[config.mk]
export PLATFORM = sky130hd
export DESIGN_NAME = ex_div_sequencer
export DESIGN_NICKNAME = d
export VERILOG_FILES = /design/src/rtl/ex_div_sequencer_pkg.sv /design/src/rtl/ex_div_sequencer_step.sv /design/src/rtl/ex_div_sequencer.sv
export SDC_FILE = /design/constraint.sdc
export NUM_CORES = 1
export LEC_CHECK = 0
export ABC_AREA = 1
export BUFFER_PORTS_ARGS = -buffer_cell sky130_fd_sc_hd__buf_2
export CAP_MARGIN = 15
export CORE_UTILIZATION = 46
export CTS_CLUSTER_DIAMETER = 120
export DETAILED_ROUTE_END_ITERATION = 12
export HOLD_SLACK_MARGIN = 0.12
export MAX_ROUTING_LAYER = met4
export SYNTH_ARGS = -nofsm -noshare
export SYNTH_HDL_FRONTEND = slang
export SYNTH_SLANG_ARGS = --single-unit
[constraint.sdc]
create_clock -name clk -period 2.3 [get_ports clk]
set_input_delay 0.115 -clock clk [delete_from_list [all_inputs] [get_ports clk]]
set_output_delay 0.115 -clock clk [all_outputs]
set_load 0.01 [all_outputs]
[src/rtl/ex_div_sequencer_pkg.sv]
// rtl/ex_div_sequencer_pkg.sv - shared encodings for the EX-stage divide sequencer
//
// Purpose: divide FSM state encoding and the DIV/DIVU function codes decoded by EX.
// Ports:   none (package).
package ex_div_sequencer_pkg;

  typedef enum logic [2:0] {
    DIV_IDLE = 3'd0,
    DIV_PREP = 3'd1,
    DIV_RUN  = 3'd2,
    DIV_FIX  = 3'd3,
    DIV_DONE = 3'd4
  } div_state_e;

  localparam logic [5:0] FUNCT_DIV  = 6'b011010;
  localparam logic [5:0] FUNCT_DIVU = 6'b011011;

endpackage

[src/rtl/ex_div_sequencer_step.sv]
// rtl/ex_div_sequencer_step.sv - one radix-2 restoring divide iteration
//
// Purpose: shifts the next dividend bit into the partial remainder and subtracts the divisor
//          when it fits.
// Ports:   rem      in  partial remainder (always < dsr on entry)
//          dvd_msb  in  dividend bit shifted in this step
//          dsr      in  divisor magnitude
//          next_rem out updated partial remainder
//          q_bit    out quotient bit produced by this step
module div_restoring_step #(
  parameter int DATA_WIDTH = 32
) (
  input  logic [DATA_WIDTH-1:0] rem,
  input  logic                  dvd_msb,
  input  logic [DATA_WIDTH-1:0] dsr,
  output logic [DATA_WIDTH-1:0] next_rem,
  output logic                  q_bit
);

  // One extra bit: the shifted remainder can reach 2*dsr-1, which may exceed DATA_WIDTH bits.
  logic [DATA_WIDTH:0] trial;

  always_comb begin
    trial = {rem, dvd_msb};
    q_bit = (trial >= {1'b0, dsr});
    // After a successful subtract the result is below dsr, so truncation loses nothing.
    next_rem = q_bit ? DATA_WIDTH'(trial - {1'b0, dsr}) : trial[DATA_WIDTH-1:0];
  end

endmodule

[src/rtl/ex_div_sequencer.sv]
// rtl/ex_div_sequencer.sv - multi-cycle DIV/DIVU sequencer beside the EX ALU
//
// Purpose: accepts a divide from EX, stalls the pipeline, runs DATA_WIDTH restoring steps,
//          fixes signs and presents quotient/remainder with a one-cycle done pulse.
// Ports:   clk, rst (async active-low)
//          start, signed_op, dividend, divisor  request from EX (sampled in IDLE only)
//          flush                                 abort any operation in flight
//          stall_req                             hold front of pipeline (combinational)
//          busy                                  PREP/RUN/FIX in progress (registered)
//          done, div_by_zero                     result valid pulse and its zero-divisor qualifier
//          quotient, remainder                   results, held until the next result is written
module ex_div_sequencer
  import ex_div_sequencer_pkg::*;
#(
  parameter int DATA_WIDTH = 32,
  parameter int CNT_WIDTH  = 6
) (
  input  logic                  clk,
  input  logic                  rst,
  input  logic                  start,
  input  logic                  signed_op,
  input  logic [DATA_WIDTH-1:0] dividend,
  input  logic [DATA_WIDTH-1:0] divisor,
  input  logic                  flush,
  output logic                  stall_req,
  output logic                  busy,
  output logic                  done,
  output logic                  div_by_zero,
  output logic [DATA_WIDTH-1:0] quotient,
  output logic [DATA_WIDTH-1:0] remainder
);

  localparam logic [CNT_WIDTH-1:0] LAST_STEP = CNT_WIDTH'(DATA_WIDTH - 1);

  div_state_e            state_q, state_d;
  logic [CNT_WIDTH-1:0]  cnt_q, cnt_d;
  logic [DATA_WIDTH-1:0] rem_q, rem_d;       // partial remainder
  logic [DATA_WIDTH-1:0] dvd_q, dvd_d;       // dividend magnitude, becomes quotient as it shifts
  logic [DATA_WIDTH-1:0] dsr_q, dsr_d;       // divisor magnitude
  logic                  q_neg_q, q_neg_d;
  logic                  r_neg_q, r_neg_d;
  logic                  op_signed_q, op_signed_d;
  logic [DATA_WIDTH-1:0] quotient_q, quotient_d;
  logic [DATA_WIDTH-1:0] remainder_q, remainder_d;
  logic                  dbz_q, dbz_d;
  logic                  busy_q, busy_d;

  logic [DATA_WIDTH-1:0] step_rem;
  logic                  step_q_bit;

  div_restoring_step #(.DATA_WIDTH(DATA_WIDTH)) u_step (
    .rem      (rem_q),
    .dvd_msb  (dvd_q[DATA_WIDTH-1]),
    .dsr      (dsr_q),
    .next_rem (step_rem),
    .q_bit    (step_q_bit)
  );

  always_comb begin
    state_d     = state_q;
    cnt_d       = cnt_q;
    rem_d       = rem_q;
    dvd_d       = dvd_q;
    dsr_d       = dsr_q;
    q_neg_d     = q_neg_q;
    r_neg_d     = r_neg_q;
    op_signed_d = op_signed_q;
    quotient_d  = quotient_q;
    remainder_d = remainder_q;
    dbz_d       = dbz_q;

    // Flush wins over everything, including a start or a result write in the same cycle.
    if (flush) begin
      state_d = DIV_IDLE;
    end else begin
      unique case (state_q)
        DIV_IDLE: begin
          if (start) begin
            if (divisor == '0) begin
              state_d     = DIV_DONE;
              quotient_d  = '1;
              remainder_d = dividend;
              dbz_d       = 1'b1;
            end else begin
              state_d     = DIV_PREP;
              // abs() of the most negative value is still correct when read as unsigned.
              dvd_d       = (signed_op && dividend[DATA_WIDTH-1]) ? -dividend : dividend;
              dsr_d       = (signed_op && divisor[DATA_WIDTH-1])  ? -divisor  : divisor;
              q_neg_d     = dividend[DATA_WIDTH-1] ^ divisor[DATA_WIDTH-1];
              r_neg_d     = dividend[DATA_WIDTH-1];
              op_signed_d = signed_op;
              dbz_d       = 1'b0;
            end
          end
        end
        DIV_PREP: begin
          rem_d   = '0;
          cnt_d   = '0;
          state_d = DIV_RUN;
        end
        DIV_RUN: begin
          rem_d = step_rem;
          dvd_d = {dvd_q[DATA_WIDTH-2:0], step_q_bit};
          cnt_d = cnt_q + CNT_WIDTH'(1);
          if (cnt_q == LAST_STEP) begin
            state_d = DIV_FIX;
          end
        end
        DIV_FIX: begin
          quotient_d  = (op_signed_q && q_neg_q) ? -dvd_q : dvd_q;
          remainder_d = (op_signed_q && r_neg_q) ? -rem_q : rem_q;
          state_d     = DIV_DONE;
        end
        DIV_DONE: begin
          state_d = DIV_IDLE;
        end
        default: begin
          state_d = DIV_IDLE;
        end
      endcase
    end

    busy_d = (state_d == DIV_PREP) || (state_d == DIV_RUN) || (state_d == DIV_FIX);
  end

  always_ff @(posedge clk or negedge rst) begin
    if (!rst) begin
      state_q     <= DIV_IDLE;
      cnt_q       <= '0;
      rem_q       <= '0;
      dvd_q       <= '0;
      dsr_q       <= '0;
      q_neg_q     <= 1'b0;
      r_neg_q     <= 1'b0;
      op_signed_q <= 1'b0;
      quotient_q  <= '0;
      remainder_q <= '0;
      dbz_q       <= 1'b0;
      busy_q      <= 1'b0;
    end else begin
      state_q     <= state_d;
      cnt_q       <= cnt_d;
      rem_q       <= rem_d;
      dvd_q       <= dvd_d;
      dsr_q       <= dsr_d;
      q_neg_q     <= q_neg_d;
      r_neg_q     <= r_neg_d;
      op_signed_q <= op_signed_d;
      quotient_q  <= quotient_d;
      remainder_q <= remainder_d;
      dbz_q       <= dbz_d;
      busy_q      <= busy_d;
    end
  end

  // Low in DONE so EX advances in the same cycle the result is consumed.
  assign stall_req   = ((state_q == DIV_IDLE) && start && !flush) ||
                       (state_q == DIV_PREP) || (state_q == DIV_RUN) || (state_q == DIV_FIX);
  assign busy        = busy_q;
  assign done        = (state_q == DIV_DONE);
  assign div_by_zero = dbz_q;
  assign quotient    = quotient_q;
  assign remainder   = remainder_q;

endmodule

==> impl_metrics.py <==
metrics = {
    "grt": {
        "grt_usage": 0.344,
        "grt_max_degree": 52,
        "antenna_found_initial": 0,
        "grt_pass1_vias": 14586,
        "grt.overflow.total": 0,
        "grt_pass1_wl_mm": 78.9,
    },
    "synthesis": {
        "synth_seq_cells": 174,
        "avgSynthCellArea_um2": 6.19,
        "synthArstFlopShare": 1.00,
        "synthTopCellsByCount": "nand2_1, inv_1, nand3_1, nor2_1, dfrtp_1",
        "yosysWarnings": 0,
        "yosys-top-cells-area": "dfrtp_1, nand2_1, inv_1",
        "ys_seq_area_frac": 0.316,
        "syn_area_um2": 13800,
        "synth_nets": 2333,
        "synth.distinct_cells": 40,
        "ys.flop_type": "dfrtp_1",
        "netlist.area_leader.share": 0.316,
        "syn_inst": 2226,
        "synth_top_cell_by_area": "dfrtp_1",
        "yosysMostFrequentCell": "nand2_1",
        "synth_edf_count": 0,
    },
    "detailed_routing": {
        "dr.pass1.iters": 5,
        "wire_per_inst_um": 17.4,
        "wl_mm": 50.6,
        "drt-initial-drc-count": 1238,
        "postRouteAntennaNets": 0,
        "vias": 15449,
        "vias_per_cell": 5.33,
        "drc_errors": 0,
    },
    "power_and_ir_drop": {
        "peakVddDrop_mv": 0.443,
        "clkPwrFrac": 0.242,
        "combPwrFrac": 0.406,
        "p_switching_uw": 4830,
        "switching_share": 0.404,
        "power.density_nw_per_um2": 694,
        "intPower_uw": 7130,
        "seq_power_share": 0.352,
        "leakagePower_uw": 0.00922,
    },
    "cts": {
        "cts_buffers": 17,
        "htree_num_levels": 4,
        "cts_tree": "done",
        "clockBufferDepth": 2,
        "cts_setup_buffers": 0,
        "insertion_delay_ns": 0.46,
        "clock-sinks": 174,
        "clk_pin_slew_ns": 0.07,
        "cts_root_buf": "clkbuf_16",
    },
    "timing": {
        "post-route-period-util": 0.982,
        "max_slew_margin": 0.632,
        "fin_setup_tns_ns": 0,
        "tightest_slew_ns": 0.551,
        "finalSetupViolations": 0,
        "max_freq_ghz": 0.443,
        "rsz0062_at_grt": "yes",
        "hold_viol": 0,
        "drv_slew": 0,
        "skew_ns": 0.0113,
        "fin_crit_ns": 2.26,
    },
    "floorplanning": {
        "die_w_um": 175,
        "start_util": 0.473,
        "rows": 62,
        "die_h_um": 175,
        "dieArea_um2": 30600,
        "io_pins": 137,
        "core-area_um2": 29100,
    },
    "worst_setup_path": {
        "endpoint_kind": "flop",
        "required_ns": 2.64,
        "r2r_start": "dsr_q[12]",
        "crit_slowest_cell": "dfrtp_1",
        "crit_start": "dsr_q[12]",
        "cpMostUsedCell": "nand2_1",
        "worstPathMaxFanout": 11,
        "cp_slowest_stage_delay_ns": 0.39,
        "critPathLaunchType": "flop",
        "crit_type": "flop to flop",
        "arrival_ns": 2.60,
        "crit_chain": "inv_1 -> ha_1 -> nand2_1 -> inv_1 -> nand2_1 -> nand2_1 -> nand2_1 -> nand2_1 -> inv_1 -> nand2_1 -> nand2_2 -> buf_6 -> nand3_1 -> nand3_1 -> nand2_1",
    },
    "layout": {
        "fin_area_um2": 17200,
        "final_nets": 2610,
        "insertedDiodeCount": 0,
        "drive_above_1_share": 0.155,
        "areaGrowthSynthToFinish_pct": 25.1,
    },
    "placed_design": {
        "postPlaceCellArea_um2": 15700,
        "place_congestion": 0.995,
        "place_hpwl_mm": 39.6,
        "io_buffers": 136,
    },
    "run": {
        "maxCapViolCount": 0,
    },
    "min_path": {
        "min_path_type": "primary input to flop",
        "hold_start": "dividend[12]",
    },
    "status": {
        "status": "finished clean",
    },
}
==> area by class of cell <==
cell class,instances,area [um^2]
Multi-Input combinational cell,1671,8260
Fill cell,2876,11900
Timing Repair Buffer,325,2390
Tap cell,384,480
Clock inverter,12,114
Inverter,314,1190
Sequential cell,174,4360
Clock buffer,19,443
==> critical path: cells and delay by family (launching register included) <==
family	cells	cell delay, ns
AND/OR/NAND/NOR	10	0.97
buffers and inverters	4	0.47
flip-flops	1	0.39
adder cells (fa/ha/maj)	1	0.30
==> cells by family (layout without fill, tap and decap cells) <==
group | Yosys count | after routing | share of synthesized area
buf+inv | 381 | 670 | 0.110
compound gates | 282 | 282 | 0.111
xor+xnor | 48 | 48 | 0.0305
simple gates | 1303 | 1303 | 0.397
flops | 174 | 174 | 0.316
fa+ha+maj | 38 | 38 | 0.0351
==> cells in the final DEF, fill, tap and decap left out, types with 5 or more instances in the layout <==
cell / n
xnor2_1: 19
xor2_1: 29
a31oi_1: 21
nand3b_1: 14
a21oi_1: 90
nor2_2: 15
dlygate4sd3_1: 62
buf_12: 9
buf_4: 114
nand3_2: 6
buf_2: 135
o21ai_0: 112
nor2_1: 209
inv_1: 305
nand3_1: 224
a21oi_2: 9
and2_1: 9
o22ai_1: 8
nor2_4: 5
ha_1: 16
dfrtp_1: 171
or2_2: 10
clkbuf_16: 17
o31ai_1: 5
nand2_1: 735
nand4_1: 28
o21ai_1: 26
nand2_2: 11
inv_2: 6
nor3_1: 29
ha_4: 20
==> path summary, 6_finish.rpt <==
| path | depth (start not counted) | to | slack (ns) |
|---|---|---|---|
| max | 15 | rem_q[0] | 0.04 |
| min | 3 | remainder[12] | 0.15 |
| max reg2reg | 15 | rem_q[0] | 0.04 |
| min reg2reg | 2 | remainder[30] | 0.48 |
| max in group asynchronous | 3 | rem_q[28] | 1.41 |
| min in group asynchronous | 2 | remainder[9] | 0.20 |
==> layer usage <==
metal / vias up / routed length [um] / track usage
li1: 7634 / - / -
met2: 533 / 24300 / 0.567
met5: - / 0 / -
met1: 7185 / 21600 / 0.425
met4: 0 / 2020 / 0.155
met3: 97 / 2650 / 0.0374
==> metrics by stage <==
step	instances	worst slack, ns	utilization	hold WS [ns]	power [uW]
floorplan	2226	0.260	-	-0.181	6860
global placement	2806	-0.112	0.538	0.116	8700
detailed placement	2806	-0.133	0.538	0.118	8760
CTS	2899	0.00260	0.581	0.143	11800
global route	2899	-0.0828	0.592	0.160	12700
finish	2899	0.0424	0.592	0.153	12000
==> sequential cells by signal, indices dropped and copies added (netlist names) <==
signal	flops
state_q	3
dvd_q	32
op_signed_q	1
remainder	32
cnt_q	6
div_by_zero	1
rem_q	32
dsr_q	32
q_neg_q	1
busy	1
r_neg_q	1
quotient	32
==> power groups by stage <==
stage | clock, uW | combinational (uW) | sequential (uW)
finish | 2890 | 4860 | 4210
global route | 3010 | 5370 | 4300
CTS | 2920 | 4650 | 4190
detailed placement | 0 | 4520 | 4240
global placement | 0 | 4470 | 4230
floorplan | 0 | 2540 | 4320
==> what timing repair did <==
| action | in CTS | in global routing |
|---|---|---|
| gates resized for setup | 11 | 65 |
| hold endpoints to repair | 242 | 0 |
| endpoints found under the setup margin | 33 | 125 |
| hold buffers | 62 | 0 |
No activity file was read; power rests on OpenSTA's default activity.
